### src/rtl/seed_arbiter.sv
// Seed arbiter: holds one conditioned seed and hands it to either the DRBG
// (priority) or the RDSEED buffer, with a starvation limit and grant statistics.
module seed_arbiter #(
  parameter int unsigned DATA_WIDTH   = 256,
  parameter int unsigned STARVE_LIMIT = 4,
  parameter int unsigned CNT_WIDTH    = 16
) (
  input  logic                  clk,
  input  logic                  rst,

  input  logic                  cond_valid_i,
  output logic                  cond_ready_o,
  input  logic [DATA_WIDTH-1:0] cond_seed_i,

  input  logic                  drbg_req_i,
  input  logic                  drbg_ready_i,
  output logic                  drbg_valid_o,
  output logic [DATA_WIDTH-1:0] drbg_seed_o,

  input  logic                  rdseed_ready_i,
  output logic                  rdseed_valid_o,
  output logic [DATA_WIDTH-1:0] rdseed_seed_o,

  input  logic                  clear_stats_i,
  output logic [CNT_WIDTH-1:0]  drbg_grants_o,
  output logic [CNT_WIDTH-1:0]  rdseed_grants_o,
  output logic                  busy_o
);

  localparam int unsigned STREAK_W = $clog2(STARVE_LIMIT + 1);
  localparam logic [STREAK_W-1:0] STREAK_MAX = STREAK_W'(STARVE_LIMIT);

  typedef enum logic [1:0] {
    EMPTY       = 2'd0,
    ARB         = 2'd1,
    SEND_DRBG   = 2'd2,
    SEND_RDSEED = 2'd3
  } state_e;

  state_e                state_q, state_d;
  logic [DATA_WIDTH-1:0] hold_q, hold_d;
  logic [STREAK_W-1:0]   streak_q, streak_d;
  logic [CNT_WIDTH-1:0]  drbg_cnt_q, drbg_cnt_d;
  logic [CNT_WIDTH-1:0]  rd_cnt_q, rd_cnt_d;

  logic force_rd;
  logic accept;
  logic drbg_xfer;
  logic rd_xfer;

  assign force_rd  = (streak_q == STREAK_MAX) && rdseed_ready_i;
  assign accept    = (state_q == EMPTY) && cond_valid_i;
  assign drbg_xfer = (state_q == SEND_DRBG) && drbg_ready_i;
  assign rd_xfer   = (state_q == SEND_RDSEED) && rdseed_ready_i;

  // NOTE: sequential state uses non-blocking (<=) so every register samples
  // pre-edge values; combinational blocks use blocking (=) to evaluate in order.
  always_ff @(posedge clk or posedge rst) begin
    if (rst) begin
      state_q <= EMPTY;
    end else begin
      state_q <= state_d;
    end
  end

  // NOTE: every always_comb output gets a default first, so no path leaves
  // a variable unassigned and no latch is inferred.
  always_comb begin
    state_d = state_q;
    unique case (state_q)
      EMPTY: begin
        if (cond_valid_i) state_d = ARB;
      end
      ARB: begin
        if (drbg_req_i && !force_rd) state_d = SEND_DRBG;
        else if (rdseed_ready_i)     state_d = SEND_RDSEED;
      end
      // Destination is committed once chosen; only the consumer's ready matters.
      SEND_DRBG: begin
        if (drbg_ready_i) state_d = EMPTY;
      end
      SEND_RDSEED: begin
        if (rdseed_ready_i) state_d = EMPTY;
      end
      default: state_d = EMPTY;
    endcase
  end

  // Moore outputs: valids and seed buses depend on state only, so they stay
  // stable while a consumer withholds ready.
  always_comb begin
    cond_ready_o   = 1'b0;
    drbg_valid_o   = 1'b0;
    rdseed_valid_o = 1'b0;
    drbg_seed_o    = '0;
    rdseed_seed_o  = '0;
    busy_o         = 1'b1;
    unique case (state_q)
      EMPTY: begin
        cond_ready_o = 1'b1;
        busy_o       = 1'b0;
      end
      SEND_DRBG: begin
        drbg_valid_o = 1'b1;
        drbg_seed_o  = hold_q;
      end
      SEND_RDSEED: begin
        rdseed_valid_o = 1'b1;
        rdseed_seed_o  = hold_q;
      end
      default: ;
    endcase
  end

  always_comb begin
    hold_d = hold_q;
    if (accept) begin
      hold_d = cond_seed_i;
    end else if (drbg_xfer || rd_xfer) begin
      hold_d = '0;
    end
  end

  always_comb begin
    streak_d = streak_q;
    if (drbg_xfer && (streak_q != STREAK_MAX)) begin
      streak_d = streak_q + STREAK_W'(1);
    end else if (rd_xfer) begin
      streak_d = '0;
    end
  end

  // A clear request wins over a same-cycle grant increment.
  always_comb begin
    drbg_cnt_d = drbg_cnt_q;
    rd_cnt_d   = rd_cnt_q;
    if (clear_stats_i) begin
      drbg_cnt_d = '0;
      rd_cnt_d   = '0;
    end else begin
      if (drbg_xfer && (drbg_cnt_q != '1)) drbg_cnt_d = drbg_cnt_q + CNT_WIDTH'(1);
      if (rd_xfer && (rd_cnt_q != '1))     rd_cnt_d   = rd_cnt_q + CNT_WIDTH'(1);
    end
  end

  // NOTE: the holding register is key material, so it is explicitly reset and
  // zeroized after each transfer rather than left as don't-care storage.
  always_ff @(posedge clk or posedge rst) begin
    if (rst) begin
      hold_q     <= '0;
      streak_q   <= '0;
      drbg_cnt_q <= '0;
      rd_cnt_q   <= '0;
    end else begin
      hold_q     <= hold_d;
      streak_q   <= streak_d;
      drbg_cnt_q <= drbg_cnt_d;
      rd_cnt_q   <= rd_cnt_d;
    end
  end

  assign drbg_grants_o   = drbg_cnt_q;
  assign rdseed_grants_o = rd_cnt_q;

  a_valid_exclusive : assert property (
    @(posedge clk) disable iff (rst) !(drbg_valid_o && rdseed_valid_o));

  a_drbg_stable : assert property (
    @(posedge clk) disable iff (rst)
    (drbg_valid_o && !drbg_ready_i) |=> (drbg_valid_o && $stable(drbg_seed_o)));

  a_rdseed_stable : assert property (
    @(posedge clk) disable iff (rst)
    (rdseed_valid_o && !rdseed_ready_i) |=> (rdseed_valid_o && $stable(rdseed_seed_o)));

endmodule

### config.mk
export PLATFORM = sky130hd
export DESIGN_NAME = seed_arbiter
export DESIGN_NICKNAME = d
export VERILOG_FILES = /design/src/rtl/seed_arbiter.sv
export SDC_FILE = /design/constraint.sdc
export NUM_CORES = 1
export LEC_CHECK = 0
export BUFFER_PORTS_ARGS = -buffer_cell sky130_fd_sc_hd__buf_4
export CAP_MARGIN = 40
export CORE_AREA = 10 10 310 312
export DETAILED_ROUTE_END_ITERATION = 12
export DIE_AREA = 0 0 320 322
export GPL_ROUTABILITY_DRIVEN = 0
export GPL_TIMING_DRIVEN = 0
export PLACE_DENSITY_LB_ADDON = 0.1
export SETUP_SLACK_MARGIN = 0.5
export SLEW_MARGIN = 20
export SYNTH_ARGS = -nofsm -noshare
export SYNTH_HDL_FRONTEND = slang
export SYNTH_SLANG_ARGS = --single-unit
### constraint.sdc
create_clock -name clk -period 14.6 [get_ports clk]
set_clock_uncertainty 0.15 [all_clocks]
set_input_delay 4.38 -clock clk [delete_from_list [all_inputs] [get_ports clk]]
set_output_delay 4.38 -clock clk [all_outputs]
set_load 0.01 [all_outputs]
## Word-level counts from Yosys, hierarchy flattened

Cells that the tools add are included.

| operators by class | value |
|---|---|
| add/sub/neg operators | 3 |
| equal/unequal tests | 11 |
| muxes and demuxes | 20 |
| reductions and logical operators | 16 |

Operator list:

| operator | number |
|---|---|
| 256-bit 2-to-1 mux | 4 |
| 16-bit 2-to-1 mux | 4 |
| 16-bit by 1-bit adder with 16-bit output, second input constant | 2 |
| 16-bit != test, second input constant | 2 |
| 2-bit 2-to-1 mux | 5 |
| 1-bit logical AND | 8 |
| 2-bit one-hot mux with 4 select lines | 1 |
| 2-bit nonzero test | 4 |
| 3-bit 2-to-1 mux | 2 |
| 2-bit != test, second input constant | 3 |
| 3-bit != test, second input constant | 2 |
| 2-bit equality test, second input constant | 2 |
| 1-bit 2-to-1 mux | 4 |
| 4-bit AND reduction | 1 |
| 3-bit by 1-bit adder with 3-bit output, second input constant | 1 |
| 3-bit equality test, second input constant | 1 |
| 2-bit by 1-bit equality test with 1-bit output, second input constant | 1 |
| 2-bit zero test | 1 |
| 1-bit zero test | 1 |
| 1-bit logical OR | 1 |

| storage, ports and cells | value |
|---|---|
| register bits | 293 |
| input port bits | 263 |
| output and inout bits | 548 |
| word-level logic and storage cells | 55 |

## Logic depth before layout (Yosys ltp)

Gate-level depths: netlist of run 1.

| depth | value |
|---|---|
| word-level depth | 6 |
| mapped depth | 7 |
| mapped depth without buffers | 6 |

## Least setup slack after synthesis of run 1

OpenSTA, ideal clock, no wires.

| timing | value |
|---|---|
| path type | register -> output |
| from | reg state_q[0] |
| to | out drbg_seed_o[100] |
| arrival | 1,371 ps |
| data required time | 10,070 ps |
| path slack | 8,699 ps |
| cell stages (with the launch flop) | 6 |
| buffers on the path | 3 |
| path through | dfrtp_1 nor2b_1 clkbuf_1 clkbuf_1 clkbuf_1 and2_1 |

| on the way | value |
|---|---|
| longest elaborated chain between the ends | 2 |

RTL lines:

| element | RTL line | text |
|---|---|---|
| start: declaration | 40 | `state_e state_q, state_d;` |
| start signal: assignment | 62 | `state_q <= state_d;` |
| 2-bit equality test | 98 | `unique case (state_q)` |
| 256-bit 2-to-1 mux | 98 |  |
| end: declaration | 18 | `output logic [DATA_WIDTH-1:0] drbg_seed_o,` |

No other way between the ends.

## Final worst setup path of run 1

| timing | value |
|---|---|
| from | reg state_q[0] |
| to | out drbg_seed_o[227] |

The elaborated chain is that of the path after synthesis.

==> run_results.csv, run 1 <==
group,metric,value,unit
synthesis,synth-seq-cells,293,
final_layout,fillers,9696,
sta,rsz0062_at_grt,"false",
synthesis,synth_compound_area_share,18.1,%
outcome,status,"finished, final reports clean",
worst_setup_path,arrival,3210,ps
final_layout,syn_to_final_growth,62.4,%
route,drc,0,
route,drtAntennaViolNets,0,
synthesis,synth.area.mux_share,0.504,%
synthesis,synth_top_family_by_area,"simple AND/OR/NAND/NOR gates",
flow_run,drv_cap,0,
worst_setup_path,worstReg2RegEnd,"hold_q[89]",
floorplan,ios,811,
final_layout,final_nets,2546,
floorplan,row_count,110,
sta,finalCritPeriodShare,53.0,%
clocking,postCtsHoldBufs,0,
synthesis,yosys.area_share.adder,0.342,%
power_and_ir_drop,peakVddDrop,0.0795,mV
final_layout,fin_cells,3495,
sta,fin_crit,7740,ps
synthesis,yosys.area_share.simple,26.3,%
synthesis,yosys_warnings,0,
clocking,cts_resized,0,
synthesis,async_flop_share,100,%
final_layout,postLayoutCoreUtil,26.5,%
sta,maxSlewViolCount,0,
grt,grt_usage,17.1,%
worst_setup_path,crit_path_start,"state_q[0]",
clocking,cts_sinks,293,
final_layout,final_cell_mix,"buf_4 (811), dfrtp_1 (293), and3_1 (259)",
clocking,clockBufferDepth,3,
placed_design,placed_cells,3410,
final_layout,drive_above_1_share,40.3,%
worst_setup_path,cp-start-kind,"flip-flop",
worst_setup_path,reg2reg_depth,7,
route,drt-initial-drc-count,796,
worst_setup_path,crit_end,"drbg_seed_o[227]",
placed_design,port_buffers,809,
synthesis,synth_edf_count,0,
clocking,insertion_delay,550,ps
synthesis,ys.flop_type,"dfrtp_1",
synthesis,synth.distinct_cells,45,
grt,grt_max_degree,94,
sta,tightest_slew,828,ps
floorplan,die_w,320,um
route,vias,15030,
sta,setup_viol_count_final,0,
clocking,root_buffer,"clkbuf_16",
power_and_ir_drop,fin_total_pwr,4350,uW
synthesis,avgSynthCellArea,10.4,um2
worst_setup_path,crit_type,"reg2out",
grt,grt-ovfl-total,0,
route,drt_pass1_iterations,5,
grt,first_global_vias,16179,
clocking,cts_buffers,42,
synthesis,yosys.area_share.xor_xnor,0.0598,%
route,via_per_inst,4.30,
floorplan,fp.dieH,322,um
placed_design,dp_hpwl,74500,um
sta,relSlewSlack,44.8,%
synthesis,ys_seq_area_share,50.1,%
synthesis,netlist_instances,1413,
sta,finalSetupTns,0,ps
sta,fmax,0.129,GHz
worst_hold_path,hold_class,"reg2reg",
floorplan,die_area,103000,um2
clocking,postCtsSetupBuffers,0,
synthesis,synth_fp_nets,1680,
clocking,htree_levels,2,
grt,antenna_found_initial,18,
worst_setup_path,endpoint_kind,"output pin",
power_and_ir_drop,p_leak,0.0126,uW
worst_setup_path,r2r_slack,11910,ps
grt,grt_pass1_wl,128000,um
synthesis,syn-cell-area,14600,um2
sta,hold_viol_final,0,
floorplan,start_util,16.3,%
clocking,tritoncts,"built",
floorplan,core,89600,um2
worst_setup_path,cp.required,10070,ps
worst_setup_path,critPathMaxFanout,10,
clocking,clk_pin_slew_worst_paths,60,ps
worst_setup_path,r2r_start,"state_q[0]",
final_layout,final_common_cell,"buf_4",
power_and_ir_drop,p_per_area,183,nW/um2
route,wire_per_inst,26.6,um
route,routed_wl,92900,um
-- kinds of logic (layout without fill, tap and decap cells) --
group,Yosys count,in the layout
AO/OA/AOI/OAI,320,320
XOR/XNOR,1,1
adder cells (fa/ha/maj),4,4
buffers and inverters,167,1058
flip-flops,293,293
multiplexers,7,7
other,0,15
AND/OR/NAND/NOR,621,621
-- where the power goes --
part           total, uW  internal (uW)  switching, uW
Sequential          1370           1120            258
Combinational       1950            820           1130
Clock               1020            621            397
-- sequential cells by signal (all words and copies together) (netlist names) --
| signal | flops |
|---|---|
| state_q | 2 |
| hold_q | 256 |
| streak_q | 3 |
| rdseed_grants_o | 16 |
| drbg_grants_o | 16 |
-- worst max-delay path: stages (launching register included) --
cell      delay, ps
dfrtp_1         410
nor2b_1         110
clkbuf_1        460
clkbuf_1        680
clkbuf_1        510
and2_1          300
buf_4           160
-- area by class of cell --
| class | count | area (um2) | area share [%] |
|---|---|---|---|
| antenna | 15 | 37.5 | 0.158 |
| buffer | 154 | 636 | 2.67 |
| clock buffer | 62 | 1250 | 5.26 |
| clock inverter | 7 | 88.8 | 0.374 |
| inverter | 13 | 56.3 | 0.237 |
| multi-input combinational | 953 | 6630 | 27.9 |
| sequential | 293 | 7330 | 30.8 |
| tap | 1176 | 1470 | 6.19 |
| timing repair buffer | 822 | 6280 | 26.4 |
-- Yosys cell counts, types with 3 or more instances --
cell,n,area (um2)
a21oi_1,24,120
ha_1,4,50.1
dfrtp_1,293,7330
o21ai_0,13,65.1
nand2_1,18,67.6
and3_1,259,1620
nand3_1,12,60.1
mux2_2,3,33.8
nand4_1,14,87.6
nor3_1,6,30.0
o31ai_1,10,75.1
nor2_1,11,41.3
o41ai_1,3,26.3
o31a_1,3,26.3
or4_1,10,75.1
nor4_1,5,31.3
nor2b_1,3,18.8
or3_1,10,62.6
mux2i_1,4,40.0
inv_1,13,48.8
clkbuf_1,119,447
buf_2,30,150
a22o_1,256,2240
or2_2,3,18.8
and2_1,258,1610
-- per-stage QoR --
stage,cell area [um2],worst slack (ps),hold slack (ps)
2_1_floorplan,14600,1980,322
3_3_place_gp,22200,-2850,340
3_5_place_dp,22400,7440,339
4_1_cts,23700,6810,358
5_1_grt,23800,6730,374
6_report,23800,6860,356
-- layer usage --
metal	routed length, um	up-vias	GRT usage, %
li1	-	6887	-
met1	35100	7459	18.9
met5	85	-	0
met3	7850	94	6.31
met4	2060	12	4.94
met2	47800	578	30.3
-- worst min path at each step --
stage                           start          end  slack [ps]  depth (start not counted)
after floorplan           hold_q[100]  hold_q[100]         320                          1
after CTS                  hold_q[97]   hold_q[97]         360                          1
after detailed placement   hold_q[97]   hold_q[97]         340                          1
after global routing      hold_q[123]  hold_q[123]         370                          1
final                      hold_q[97]   hold_q[97]         360                          1
after global placement     hold_q[77]   hold_q[77]         340                          1
(Power assumes the default switching activity.)
==> inputs of run 2 (changes only) <==
--- a/config.mk
+++ b/config.mk
@@ -7,9 +7,9 @@
 export LEC_CHECK = 0
 export BUFFER_PORTS_ARGS = -buffer_cell sky130_fd_sc_hd__buf_4
 export CAP_MARGIN = 40
-export CORE_AREA = 10 10 310 312
+export CORE_AREA = 10 10 306 308
 export DETAILED_ROUTE_END_ITERATION = 12
-export DIE_AREA = 0 0 320 322
+export DIE_AREA = 0 0 316 318
 export GPL_ROUTABILITY_DRIVEN = 0
 export GPL_TIMING_DRIVEN = 0
 export PLACE_DENSITY_LB_ADDON = 0.1
==> constraint.sdc (replaced) <==
create_clock -name clk -period 6.3 [get_ports clk]
set_clock_uncertainty 0.15 [all_clocks]
set_input_delay 1.89 -clock clk [delete_from_list [all_inputs] [get_ports clk]]
set_output_delay 1.89 -clock clk [all_outputs]
set_load 0.01 [all_outputs]
==> run_results.csv, run 2 (synthesis gave the netlist of run 1 again) <==
group,metric,value,unit
sta,fmax,0.187,GHz
placed_design,port_buffers,809,
sta,relSlewSlack,44.2,%
placed_design,placed_cells,3404,
clocking,tritoncts,"built",
worst_setup_path,worstReg2RegEnd,"hold_q[82]",
floorplan,core,87700,um2
clocking,postCtsHoldBufs,0,
route,vias,15188,
route,wire_per_inst,25.8,um
final_layout,fillers,9524,
worst_setup_path,crit_end,"drbg_seed_o[48]",
floorplan,die_w,316,um
route,drc,0,
worst_setup_path,crit_type,"reg2out",
sta,finalCritPeriodShare,85.1,%
final_layout,final_nets,2551,
worst_setup_path,cp.required,4260,ps
clocking,insertion_delay,560,ps
outcome,status,"finished, final reports clean",
floorplan,fp.dieH,318,um
worst_setup_path,worstPathCellList,"nor2b_1 > clkbuf_1 > clkbuf_1 > buf_8 > clkbuf_1 > and2_1 > buf_4",
floorplan,die_area,100000,um2
clocking,root_buffer,"clkbuf_16",
placed_design,post_dp_cell_area,22500,um2
final_layout,final_common_cell,"buf_4",
final_layout,syn_to_final_growth,63.1,%
clocking,cts_buffers,41,
floorplan,row_count,109,
floorplan,start_util,16.7,%
worst_setup_path,arrival,3320,ps
floorplan,ios,811,
grt,grt_usage,17.0,%
flow_run,drv_cap,0,
clocking,clockBufferDepth,3,
route,via_per_inst,4.36,
final_layout,stdcell_area,23900,um2
sta,tightest_slew,838,ps
sta,maxSlewViolCount,0,
worst_hold_path,holdPathStages,1,
grt,grt-ovfl-total,0,
worst_setup_path,r2r_start,"state_q[0]",
clocking,htree_levels,2,
grt,antenna_found_initial,9,
grt,grt_pass1_wl,126000,um
final_layout,top_register,"hold_q",
worst_setup_path,critPathMaxFanout,10,
route,drt-initial-drc-count,830,
power_and_ir_drop,peakVddDrop,0.158,mV
power_and_ir_drop,p_per_area,421,nW/um2
worst_setup_path,endpoint_kind,"output pin",
sta,hold_viol_final,0,
route,routed_wl,89800,um
power_and_ir_drop,p_leak,0.0127,uW
route,drtAntennaViolNets,0,
worst_setup_path,slowest_stage,"clkbuf_1",
grt,first_global_vias,16287,
worst_setup_path,cp-start-kind,"flip-flop",
worst_setup_path,crit_path_start,"state_q[0]",
final_layout,drive_above_1_share,40.8,%
final_layout,largest_reg_flops,256,
worst_hold_path,hold_class,"reg2reg",
grt,grt_max_degree,32,
clocking,cts_resized,0,
clocking,clk_pin_slew_worst_paths,60,ps
sta,fin_crit,5360,ps
worst_setup_path,r2r_slack,3700,ps
final_layout,final_cell_mix,"buf_4 (811), dfrtp_1 (293), and3_1 (259)",
sta,setup_viol_count_final,0,
final_layout,fin_cells,3480,
sta,rsz0062_at_grt,"false",
worst_setup_path,slowest_delay,560,ps
placed_design,dp_hpwl,73300,um
worst_setup_path,cp_common_cell,"clkbuf_1",
final_layout,postLayoutCoreUtil,27.2,%
clocking,postCtsSetupBuffers,0,
clocking,cts_sinks,293,
route,drt_pass1_iterations,5,
worst_setup_path,reg2reg_depth,6,
## run 2: changes by cell type in the layout (fill, tap and decap cells not counted), sizes merged
cell,previous run,this run
buf,857,863
clkbuf,181,176
bufinv,2,3
diode,15,2
inv,13,15
clkinv,5,9
clkinvlp,0,1
## run 2: area by class of cell
cell class,count,area [um2],share of cell area (%)
flip-flops and latches,293,7330,30.7
multi-input cells,953,6630,27.8
repair buffers,828,6390,26.8
well taps,1165,1460,6.10
clock buffers,57,1220,5.09
plain buffers,154,634,2.66
clock inverters,15,161,0.676
inverters,13,52.6,0.220
diodes,2,5.00,0.0210
## run 2: critical path: cells and delay by family (launching register included)
| kind | cells | cell delay, ps |
|---|---|---|
| buf+inv | 5 | 1940 |
| flops | 1 | 420 |
| simple gates | 2 | 390 |
## run 2: how the worst min path moves through the flow
| stage | startpoint | end | slack, ps |
|---|---|---|---|
| floorplan | hold_q[100] | hold_q[100] | 320 |
| global placement | hold_q[93] | hold_q[93] | 340 |
| detailed placement | hold_q[123] | hold_q[123] | 340 |
| CTS | hold_q[123] | hold_q[123] | 360 |
| global route | hold_q[84] | hold_q[84] | 380 |
| finish | hold_q[81] | hold_q[81] | 360 |
## run 2: metrics by stage
| stage | setup WS (ps) | setup TNS (ps) | hold slack (ps) | power, uW |
|---|---|---|---|---|
| floorplan | 371 | 0 | 322 | 5230 |
| global placement | -2120 | -605330 | 342 | 7670 |
| detailed placement | 1420 | 0 | 338 | 7740 |
| CTS | 764 | 0 | 359 | 10200 |
| global route | 676 | 0 | 378 | 10700 |
| finish | 939 | 0 | 357 | 10000 |
## run 2: where the power goes
group          leakage, uW  internal (uW)  switching [uW]
sequential         0.00379           2590             618
clock             0.000693           1470             939
combinational      0.00823           1900            2550
## run 2: layer usage
metal | vias up | track usage (%) | part of all wire (%)
li1 | 6876 | - | -
met1 | 7682 | 18.7 | 38
met2 | 554 | 31.3 | 53
met3 | 72 | 5.42 | 8.0
met4 | 4 | 3.31 | 1.6
met5 | - | 0 | 0.038
==> inputs of run 3 (changes only) <==
--- a/config.mk
+++ b/config.mk
@@ -5,11 +5,11 @@
 export SDC_FILE = /design/constraint.sdc
 export NUM_CORES = 1
 export LEC_CHECK = 0
-export BUFFER_PORTS_ARGS = -buffer_cell sky130_fd_sc_hd__buf_4
 export CAP_MARGIN = 40
-export CORE_AREA = 10 10 306 308
+export CORE_AREA = 10 10 312 314
 export DETAILED_ROUTE_END_ITERATION = 12
-export DIE_AREA = 0 0 316 318
+export DIE_AREA = 0 0 322 324
+export DONT_BUFFER_PORTS = 1
 export GPL_ROUTABILITY_DRIVEN = 0
 export GPL_TIMING_DRIVEN = 0
 export PLACE_DENSITY_LB_ADDON = 0.1
==> run_results.csv, run 3 (synthesis gave the netlist of run 1 again) <==
group,metric,value,unit
outcome,status,"finished, final reports clean",
flow_run,drv_cap,0,
power_and_ir_drop,intPower,5110,uW
floorplan,die_w,322,um
grt,grt_max_degree,31,
power_and_ir_drop,peakVddDrop,0.195,mV
worst_setup_path,critPathTopFamily,"buffers and inverters",
worst_setup_path,crit_type,"reg2out",
final_layout,largest_reg_flops,256,
placed_design,dp_hpwl,68700,um
clocking,clockBufferDepth,3,
grt,grt_pass1_wl,113000,um
final_layout,drive_above_1_share,8.52,%
route,vias,12260,
worst_setup_path,endpoint_kind,"output pin",
final_layout,postLayoutCoreUtil,19.6,%
route,wire_per_inst,31.5,um
route,drc,0,
sta,rsz0062_at_grt,"false",
worst_setup_path,arrival,3200,ps
final_layout,final_cell_mix,"dfrtp_1 (293), and3_1 (259), and2_1 (258)",
placed_design,port_buffers,0,
clocking,insertion_delay,570,ps
clocking,root_buffer,"clkbuf_16",
clocking,clk_pin_slew_worst_paths,50,ps
sta,relSlewSlack,45.3,%
floorplan,ios,811,
power_and_ir_drop,power_frac_seq,36.0,%
sta,fin_crit,5240,ps
final_layout,stdcell_area,17800,um2
clocking,htree_levels,2,
clocking,postCtsHoldBufs,0,
sta,tightest_slew,817,ps
worst_setup_path,worstPathCellList,"nor2b_1 > clkbuf_1 > clkbuf_1 > buf_6 > clkbuf_1 > and2_1",
clocking,cts_buffers,41,
final_layout,fillers,10119,
final_layout,final_nets,1746,
worst_hold_path,hold_class,"reg2reg",
power_and_ir_drop,p_per_area,512,nW/um2
final_layout,syn_to_final_growth,21.7,%
sta,hold_viol_final,0,
power_and_ir_drop,fin_total_pwr,9130,uW
route,drt-initial-drc-count,843,
worst_setup_path,cp.required,4260,ps
worst_setup_path,cp_num_buf_inv,4,
clocking,tritoncts,"built",
route,drtAntennaViolNets,0,
power_and_ir_drop,switching_share,44.0,%
floorplan,core,91100,um2
sta,setup_viol_count_final,0,
grt,antenna_found_initial,10,
clocking,cts_sinks,293,
sta,finalCritPeriodShare,83.2,%
floorplan,fp.dieH,324,um
grt,grt_usage,15.2,%
route,via_per_inst,4.55,
clocking,postCtsSetupBuffers,0,
final_layout,top_register,"hold_q",
worst_setup_path,cp-start-kind,"flip-flop",
worst_setup_path,critPathMaxFanout,10,
final_layout,multi_input_area,6630,um2
power_and_ir_drop,power_switching,4020,uW
sta,maxSlewViolCount,0,
route,drt_pass1_iterations,5,
route,routed_wl,85100,um
placed_design,post_dp_cell_area,16500,um2
worst_setup_path,cp_common_cell,"clkbuf_1",
grt,grt-ovfl-total,0,
final_layout,final_common_cell,"dfrtp_1",
worst_setup_path,slowest_delay,630,ps
sta,fmax,0.191,GHz
floorplan,start_util,16.1,%
power_and_ir_drop,clock_power_share,24.8,%
floorplan,die_area,104000,um2
grt,first_global_vias,12789,
final_layout,seq_area,7330,um2
power_and_ir_drop,p_leak,0.00846,uW
power_and_ir_drop,combPwrFrac,39.2,%
floorplan,row_count,111,
worst_setup_path,slowest_stage,"clkbuf_1",
clocking,cts_resized,0,
## run 3: per-layer routing
metal	up-vias	track usage [%]	share of wire, %
li1	5271	-	-
met1	6317	17.5	38
met2	594	27.1	51
met3	76	4.88	8.2
met4	2	3.70	1.9
met5	-	0	0.015
## run 3: path summary, 6_finish.rpt
check,from,to,slack [ps],depth (start not counted)
worst max-delay path,state_q[0],drbg_seed_o[90],1060,6
worst min-delay path,hold_q[0],hold_q[0],360,1
worst max register to register,state_q[0],hold_q[91],3180,6
worst min register to register,hold_q[0],hold_q[0],360,1
max in group asynchronous,rst,hold_q[82],3480,6
min in group asynchronous,rst,hold_q[240],1100,1
## run 3: cell type report
cell class / instances / share of cell area [%]
clock buffers: 61 / 6.98
clock inverters: 6 / 0.225
inverters: 13 / 0.295
flip-flops and latches: 293 / 41.2
plain buffers: 154 / 3.55
repair buffers: 23 / 2.14
diodes: 7 / 0.0983
well taps: 1186 / 8.33
multi-input cells: 953 / 37.2
## run 3: through the flow
| step | TNS [ps] | worst slack, ps | std cells | hold WS, ps |
|---|---|---|---|---|
| after global placement | -544110 | -1920 | 2599 | 342 |
| after detailed placement | 0 | 1370 | 2618 | 344 |
| after floorplan | 0 | 371 | 1413 | 322 |
| after global routing | 0 | 725 | 2691 | 382 |
| after CTS | 0 | 718 | 2685 | 363 |
| final | 0 | 1060 | 2696 | 358 |
## run 3: power groups by stage
stage	Sequential [uW]	Combinational (uW)	Clock, uW
2_1_floorplan	2920	2310	0
3_3_place_gp	3320	3560	0
3_5_place_dp	3300	3660	0
4_1_cts	3290	3670	2350
5_1_grt	3370	3910	2420
6_report	3290	3570	2260
